`src/rtl/sync_capture_pkg.sv`:
```
// sync_capture_pkg
//   Shared definitions for the capture controller.
//   - state_t     : controller state encoding (IDLE / SETTLE / PRESENT)
//   - DEF_*       : default parameter values for sync_capture_ctrl
package sync_capture_pkg;

    typedef enum logic [1:0] {
        ST_IDLE    = 2'd0,
        ST_SETTLE  = 2'd1,
        ST_PRESENT = 2'd2
    } state_t;

    localparam int DEF_DATA_WIDTH    = 4;
    localparam int DEF_SYNC_STAGES   = 2;
    localparam int DEF_SETTLE_CYCLES = 4;

endpackage

```
`src/rtl/sync_capture_ctrl_pipeline.sv`:
```
// pipeline
//   Multi-stage flop synchronizer for a DATA_WIDTH word. The word is shifted
//   through SYNC_STAGES flops; q follows d after SYNC_STAGES rising edges.
//   Individual bits may resolve on different edges, which is why the
//   controller above only commits a word after it has stayed stable.
// Ports:
//   clk  in   single clock
//   rst  in   synchronous active-high reset, clears every stage to 0
//   d    in   asynchronous input word
//   q    out  synchronized word (last stage)
module pipeline #(
    parameter int DATA_WIDTH  = 4,
    parameter int SYNC_STAGES = 2
) (
    input  logic                  clk,
    input  logic                  rst,
    input  logic [DATA_WIDTH-1:0] d,
    output logic [DATA_WIDTH-1:0] q
);

    logic [SYNC_STAGES-1:0][DATA_WIDTH-1:0] stg;

    always_ff @(posedge clk) begin
        if (rst) stg[0] <= '0;
        else     stg[0] <= d;
    end

    for (genvar k = 1; k < SYNC_STAGES; k++) begin : g_stage
        always_ff @(posedge clk) begin
            if (rst) stg[k] <= '0;
            else     stg[k] <= stg[k-1];
        end
    end

    assign q = stg[SYNC_STAGES-1];

endmodule

```
`src/rtl/sync_capture_ctrl.sv`:
```
// sync_capture_ctrl
//   Synchronizes an asynchronous multi-bit word, waits until the synchronized
//   value has been identical for SETTLE_CYCLES consecutive samples, commits it
//   and offers it downstream on a valid/ready handshake.
//   Optional build macro SYNC_CAPTURE_OVERRUN_EN adds a sticky overrun flag,
//   set whenever the synchronized input differs from the word still waiting
//   for acceptance.
// Ports:
//   clk        in   single clock, rising edge
//   rst        in   synchronous active-high reset
//   async_in   in   asynchronous input word
//   out_ready  in   downstream accepts out_data when high with out_valid
//   out_data   out  last committed word
//   out_valid  out  committed word pending acceptance
//   busy       out  high while a candidate is settling
//   overrun    out  (SYNC_CAPTURE_OVERRUN_EN only) sticky input-change-while-presenting
module sync_capture_ctrl
    import sync_capture_pkg::*;
#(
    parameter int DATA_WIDTH    = DEF_DATA_WIDTH,
    parameter int SYNC_STAGES   = DEF_SYNC_STAGES,
    parameter int SETTLE_CYCLES = DEF_SETTLE_CYCLES
) (
    input  logic                  clk,
    input  logic                  rst,
    input  logic [DATA_WIDTH-1:0] async_in,
    input  logic                  out_ready,
    output logic [DATA_WIDTH-1:0] out_data,
    output logic                  out_valid,
    output logic                  busy
`ifdef SYNC_CAPTURE_OVERRUN_EN
    ,
    output logic                  overrun
`endif
);

    localparam int CW = $clog2(SETTLE_CYCLES + 1);
    localparam logic [CW-1:0] CNT_LAST = CW'(SETTLE_CYCLES - 1);
    localparam logic [CW-1:0] CNT_ONE  = CW'(1);

    logic [DATA_WIDTH-1:0] sync_w;

    state_t                state_q, state_d;
    logic [DATA_WIDTH-1:0] cand_q, cand_d;
    logic [DATA_WIDTH-1:0] comm_q, comm_d;
    logic [DATA_WIDTH-1:0] data_q, data_d;
    logic [CW-1:0]         cnt_q, cnt_d;
    logic                  vld_q, vld_d;

    pipeline #(
        .SYNC_STAGES(SYNC_STAGES),
        .DATA_WIDTH (DATA_WIDTH)
    ) u_pipeline (
        .clk(clk),
        .rst(rst),
        .d  (async_in),
        .q  (sync_w)
    );

    always_ff @(posedge clk) begin
        if (rst) begin
            state_q <= ST_IDLE;
            cand_q  <= '0;
            comm_q  <= '0;
            data_q  <= '0;
            cnt_q   <= '0;
            vld_q   <= 1'b0;
        end else begin
            state_q <= state_d;
            cand_q  <= cand_d;
            comm_q  <= comm_d;
            data_q  <= data_d;
            cnt_q   <= cnt_d;
            vld_q   <= vld_d;
        end
    end

    always_comb begin
        state_d = state_q;
        cand_d  = cand_q;
        comm_d  = comm_q;
        data_d  = data_q;
        cnt_d   = cnt_q;
        vld_d   = vld_q;
        case (state_q)
            ST_IDLE: begin
                if (sync_w != comm_q) begin
                    if (SETTLE_CYCLES == 1) begin
                        // A single sample is already enough to commit.
                        comm_d  = sync_w;
                        data_d  = sync_w;
                        vld_d   = 1'b1;
                        state_d = ST_PRESENT;
                    end else begin
                        cand_d  = sync_w;
                        cnt_d   = CNT_ONE;
                        state_d = ST_SETTLE;
                    end
                end
            end
            ST_SETTLE: begin
                if (sync_w == comm_q) begin
                    // Input went back to the committed word: nothing new.
                    cnt_d   = '0;
                    state_d = ST_IDLE;
                end else if (sync_w != cand_q) begin
                    // Still moving: restart the stability count on the new value.
                    cand_d = sync_w;
                    cnt_d  = CNT_ONE;
                end else if (cnt_q == CNT_LAST) begin
                    comm_d  = cand_q;
                    data_d  = cand_q;
                    vld_d   = 1'b1;
                    cnt_d   = '0;
                    state_d = ST_PRESENT;
                end else begin
                    cnt_d = cnt_q + CNT_ONE;
                end
            end
            ST_PRESENT: begin
                // Input is deliberately ignored until the word is taken.
                if (vld_q && out_ready) begin
                    vld_d   = 1'b0;
                    state_d = ST_IDLE;
                end
            end
            default: begin
                state_d = ST_IDLE;
                cnt_d   = '0;
                vld_d   = 1'b0;
            end
        endcase
    end

    assign out_data  = data_q;
    assign out_valid = vld_q;
    assign busy      = (state_q == ST_SETTLE);

`ifdef SYNC_CAPTURE_OVERRUN_EN
    logic ovr_q;

    always_ff @(posedge clk) begin
        if (rst)
            ovr_q <= 1'b0;
        else if (state_q == ST_PRESENT && sync_w != data_q)
            ovr_q <= 1'b1;
    end

    assign overrun = ovr_q;
`endif

endmodule
```
`config.mk`:
```
export PLATFORM = sky130hd
export DESIGN_NAME = sync_capture_ctrl
export DESIGN_NICKNAME = d
export VERILOG_FILES = /design/src/rtl/sync_capture_pkg.sv /design/src/rtl/sync_capture_ctrl_pipeline.sv /design/src/rtl/sync_capture_ctrl.sv
export SDC_FILE = /design/constraint.sdc
export NUM_CORES = 1
export LEC_CHECK = 0
export ABC_AREA = 1
export CORE_MARGIN = 2
export CORE_UTILIZATION = 56
export CTS_BUF_LIST = sky130_fd_sc_hd__clkbuf_2 sky130_fd_sc_hd__clkbuf_4 sky130_fd_sc_hd__clkbuf_8
export CTS_CLUSTER_SIZE = 10
export DETAILED_ROUTE_END_ITERATION = 7
export PLACE_DENSITY_LB_ADDON = 0.15
export RECOVER_POWER = 50
export SLEW_MARGIN = 20
export SYNTH_ARGS = -nofsm -noshare
export SYNTH_HDL_FRONTEND = slang
export SYNTH_SLANG_ARGS = --single-unit
```
`constraint.sdc`:
```
create_clock -name clk -period 1.8 [get_ports clk]
set_input_delay 0.18 -clock clk [delete_from_list [all_inputs] [get_ports clk]]
set_output_delay 0.18 -clock clk [all_outputs]
set_load 0.005 [all_outputs]
```
Word level (Yosys, flattened, before mapping)
Cells that the tools add are included.
W data, S select, Z words.
{"block": "classes", "n_mux": 20, "n_eq_ne": 14, "bitwise_logic": 4, "add_sub_neg": 1, "reduce_logical": 8}
{"operator": "$mux W3", "n": 4}
{"operator": "$mux W4", "n": 3}
{"operator": "$reduce_and A4 Y1", "n": 3}
{"operator": "$mux W2", "n": 5}
{"operator": "$pmux W3 S3", "n": 1}
{"operator": "$ne A2 B2 Y1 const B", "n": 4}
{"operator": "$ne A4 B4 Y1", "n": 2}
{"operator": "$pmux W4 S2", "n": 1}
{"operator": "$pmux W2 S3", "n": 1}
{"operator": "$reduce_and A5 Y1", "n": 1}
{"operator": "$eq A4 B4 Y1", "n": 1}
{"operator": "$mux W1", "n": 4}
{"operator": "$ne A2 B1 Y1 const B", "n": 2}
{"operator": "$not A1 Y1", "n": 4}
{"operator": "$add A3 B1 Y3 const B", "n": 1}
{"operator": "$eq A3 B2 Y1 const B", "n": 1}
{"operator": "$ne A3 B1 Y1 const B", "n": 1}
{"operator": "$ne A3 B3 Y1 const B", "n": 1}
{"operator": "$pmux W1 S3", "n": 1}
{"operator": "$eq A2 B1 Y1 const B", "n": 1}
{"operator": "$eq A2 B2 Y1 const B", "n": 1}
{"operator": "$logic_not A2 Y1", "n": 1}
{"operator": "$reduce_and A2 Y1", "n": 1}
{"operator": "$reduce_bool A2 Y1", "n": 1}
{"operator": "$logic_and A1 B1 Y1", "n": 1}
{"block": "totals", "wordCells": 54, "out_inout_bits": 6, "inputBits": 7, "ff_bits": 22}

Logic depth before layout (Yosys ltp)
Gate-level depths: netlist of the first run.
{"block": "depth", "word_depth": 5, "ltp_mapped": 10, "depth_no_buf": 10}

Cells and area by module
A second synthesis of the first run with hierarchy kept.
{"block": "unflattened", "cells_unflattened": 168, "hier_area_um2": 1149.9}
{"module": "sync_capture_ctrl", "area_each_um2": 888.4, "n_inst": 1, "seq_area_each_um2": 280.3, "cells_per_inst": 139}
{"module": "pipeline", "area_each_um2": 261.5, "n_inst": 1, "seq_area_each_um2": 160.2, "cells_per_inst": 29}

Worst setup path before layout of the first run
Ideal clock, no wire load.
{"block": "synth_path", "kind": "flip-flop to flip-flop", "startpoint": "register cnt_q[0]", "endpoint": "register data_q[0] (netlist: out_data[0])", "slack_ps": 530, "t_arrival_ps": 1158, "path_buffers": 0, "path_stages_with_launch": 9, "period_less_slack_ps": 1270, "cell_sequence": "dfxtp_1 > ha_1 > inv_1 > nor2_1 > nand3_4 > nor2_8 > nand2_1 > nand2_1 > nor2_1"}
{"block": "synth_via", "elab_chain_len": 2}
{"element": "start: declaration", "line_no": "sync_capture_ctrl.sv:47", "text": "logic [CW-1:0] cnt_q, cnt_d;"}
{"element": "start signal: assignment", "line_no": "sync_capture_ctrl.sv:73", "text": "cnt_q <= cnt_d;"}
{"element": "$eq A3 B2 Y1", "line_no": "sync_capture_ctrl.sv:110", "text": "end else if (cnt_q == CNT_LAST) begin"}
{"element": "$reduce_and A4 Y1 (no line)"}
{"element": "end signal: assignment", "line_no": "sync_capture_ctrl.sv:72", "text": "data_q <= data_d;"}
{"element": "end: declaration", "line_no": "sync_capture_ctrl.sv:46", "text": "logic [DATA_WIDTH-1:0] data_q, data_d;"}
No other way between the ends.
A chain may end at the register's enable or synchronous reset.

Worst setup path after layout of the first run
{"block": "layout_path", "startpoint": "register cand_q[1]", "endpoint": "register cand_q[0]"}
{"block": "layout_via", "elab_chain_len": 3}
{"element": "start: declaration", "line_no": "sync_capture_ctrl.sv:44", "text": "logic [DATA_WIDTH-1:0] cand_q, cand_d;"}
{"element": "start signal: assignment", "line_no": "sync_capture_ctrl.sv:70", "text": "cand_q <= cand_d;"}
{"element": "$ne A4 B4 Y1", "line_no": "sync_capture_ctrl.sv:106", "text": "end else if (sync_w != cand_q) begin"}
{"element": "$ne A2 B1 Y1 (no line)"}
{"element": "$reduce_and A4 Y1 (no line)"}
No other way between the ends.

==> impl_metrics.env, run 1 <==
export IMPL_vdd_drop_max_v=0.000523
export IMPL_cp_start_kind="flop"
export IMPL_path_clk_slew_ns=0.12
export IMPL_hold_viol_final=0
export IMPL_place_congestion=0.883
export IMPL_fmax_ghz=0.590
export IMPL_cts_root_buf="clkbuf_4"
export IMPL_numCtsBuffers=3
export IMPL_drtIter0Drc=21
export IMPL_setup_violations_final=0
export IMPL_cts_buffer_depth=2
export IMPL_die_w_um=47.5
export IMPL_dp_hpwl_um=1520
export IMPL_period_needed_ns=1.70
export IMPL_grtUsageTotal_pct=20.9
export IMPL_grt_max_degree=14
export IMPL_cp_end_kind="flop"
export IMPL_ys_warn_count=0
export IMPL_clk_latency_ns=0.31
export IMPL_drt_drc_violations_left=0
export IMPL_cts_tree="yes"
export IMPL_maxSlewHeadroom_pct=62.8
export IMPL_rows=15
export IMPL_hold_path_class="in -> reg"
export IMPL_wl_per_cell_um=10.0
export IMPL_ant_nets=0
export IMPL_nFillCells=157
export IMPL_p_leak_nw=0.582
export IMPL_status="completed"
export IMPL_fin_worst_skew_ns=0.00929
export IMPL_syn_area_um2=1060
export IMPL_htreeDepth=1
export IMPL_mostFrequentLayoutCells="nand2_1, nor2_1, inv_1, dfxtp_1"
export IMPL_final_common_cell="nand2_1"
export IMPL_p_per_area_nw_per_um2=782
export IMPL_synth_area_leaders="dfxtp_1, nand2_1, nor2_1, inv_1, nand3_1"
export IMPL_vias=950
export IMPL_drt_first_pass_iters=4
export IMPL_cts_setup_buffers=0
export IMPL_final_seq_area_um2=440
export IMPL_nets=182
export IMPL_worst_slew_pin_slew_ns=0.558
export IMPL_drive_above_1_share_pct=11.6
export IMPL_core_um2=1750
export IMPL_drt_total_wl_um=1990
export IMPL_worstPathRequired_ns=2.01
export IMPL_hold_buffers=0
export IMPL_syn_inst=157
export IMPL_cts_resized=0
export IMPL_grt_first_pass_wirelength_um=3180
export IMPL_whs_ns=0.386
export IMPL_synth_fp_nets=165
export IMPL_antenna_found_initial=0
export IMPL_place_worst_setup_slack_ns=0.432
export IMPL_ys_types=20
export IMPL_gr_total_overflow=0
export IMPL_fin_util_pct=70.5
export IMPL_netlist_area_leader_share_pct=41.7
export IMPL_ys_seq_area_share_pct=41.7
export IMPL_path_class="reg -> reg"
export IMPL_initial_core_util_pct=60.6
export IMPL_layout_worst_path_cycle_share_pct=94.2
export IMPL_rsz0062_at_grt="false"
export IMPL_synth_top_cell_by_area="dfxtp_1"
export IMPL_maxCapViolCount=0
export IMPL_die_area_um2=2250
export IMPL_critPathArrivalTime_ns=1.90
export IMPL_io_pins=13
export IMPL_port_buffers=12
export IMPL_syn_mean_instance_area_um2=6.73
export IMPL_via_per_inst=4.80
export IMPL_path_max_fanout=6
export IMPL_ys_seq_elements=22
export IMPL_grt_pass1_vias=807
export IMPL_tns_ns=0
export IMPL_slew_viol_final=0
export IMPL_multiInputGateArea_um2=489
export IMPL_syn_to_final_growth_pct=16.3
export IMPL_antenna_cells=0
export IMPL_setup_ws_ns=0.104
export IMPL_clock_sinks=22
export IMPL_total_power_uw=962
export IMPL_die_h_um=47.5
logic make-up (layout without fill, tap and decap cells):
logic type               Yosys count  count (layout)  share of synthesized area [%]
AND/OR/NAND/NOR                   95              95                           40.9
buffers and inverters             30              46                           10.7
flip-flops                        22              22                           41.7
AO/OA/AOI/OAI                      9               9                           5.56
adder cells (fa/ha/maj)            1               1                           1.18
per-stage QoR:
| step | cell area [um^2] | cells |
|---|---|---|
| finish | 1230 | 198 |
| global route | 1230 | 198 |
| CTS | 1250 | 198 |
| detailed placement | 1210 | 194 |
| global placement | 1210 | 194 |
| floorplan | 1060 | 157 |
final timing paths:
kind	from	endpoint	slack [ns]	cells after the start
setup / recovery	cand_q[1]	cand_q[0]	0.10	9
hold / removal	async_in[2]	u_pipeline.stg[2]	0.39	3
setup reg to reg	cand_q[1]	cand_q[0]	0.10	9
hold reg to reg	u_pipeline.stg[1]	u_pipeline.q[1]	0.40	2
report_power, final:
group | switching (mW) | internal [mW] | total, mW
registers | 0.0179 | 0.512 | 0.530
logic | 0.105 | 0.0632 | 0.168
clock network | 0.141 | 0.124 | 0.265
cell type report:
| cell class | instances | area share [%] |
|---|---|---|
| clock buffer | 4 | 2.95 |
| inverter | 29 | 8.85 |
| multi-input combinational | 105 | 39.8 |
| sequential | 22 | 35.8 |
| tap | 25 | 2.54 |
| timing repair buffer | 13 | 10.1 |
cell usage after synthesis:
cell and number:
inv_2 5, dfxtp_1 22, o21bai_1 1, ha_1 1
nand2_1 40, nand3_2 1, inv_1 22, clkinv_1 2
nand3_1 8, a21oi_1 2, nor2_8 1, clkbuf_1 1
nor2_2 2, nand2_2 4, nor2_4 2, o21ai_1 1
nand3_4 1, o21ai_0 2, nor2_1 36, a21oi_2 3
critical path, stage by stage (launching register included):
cell and delay (ns):
dfxtp_1 0.38, inv_1 0.06, nand2_1 0.08, nand2_1 0.08, nor2_1 0.31, nand3_1 0.31, inv_1 0.11, nor2_1 0.10
nor2_1 0.11, nor2_1 0.05
layer usage:
layer  share of wire (%)  GRT usage, %  up-vias
li1                    -             -      495
met1                  42          23.2      425
met2                  50          36.8       23
met3                 5.4          7.17        7
met4                 2.3          7.78        0
met5                   0             0        -
sequential cells by signal, indices dropped and copies added (netlist names):
register and count:
u_pipeline.stg 4, out_data 4, out_valid 1, state_q 2
cnt_q 3, cand_q 4, u_pipeline.q 4
No activity file was read; power rests on OpenSTA's default activity.
==> inputs of run 2 (changes only) <==
- SLEW_MARGIN: 20 -> not set
==> results of run 2 <==
The final DEF is identical to that of run 1; final timing and power are the same.
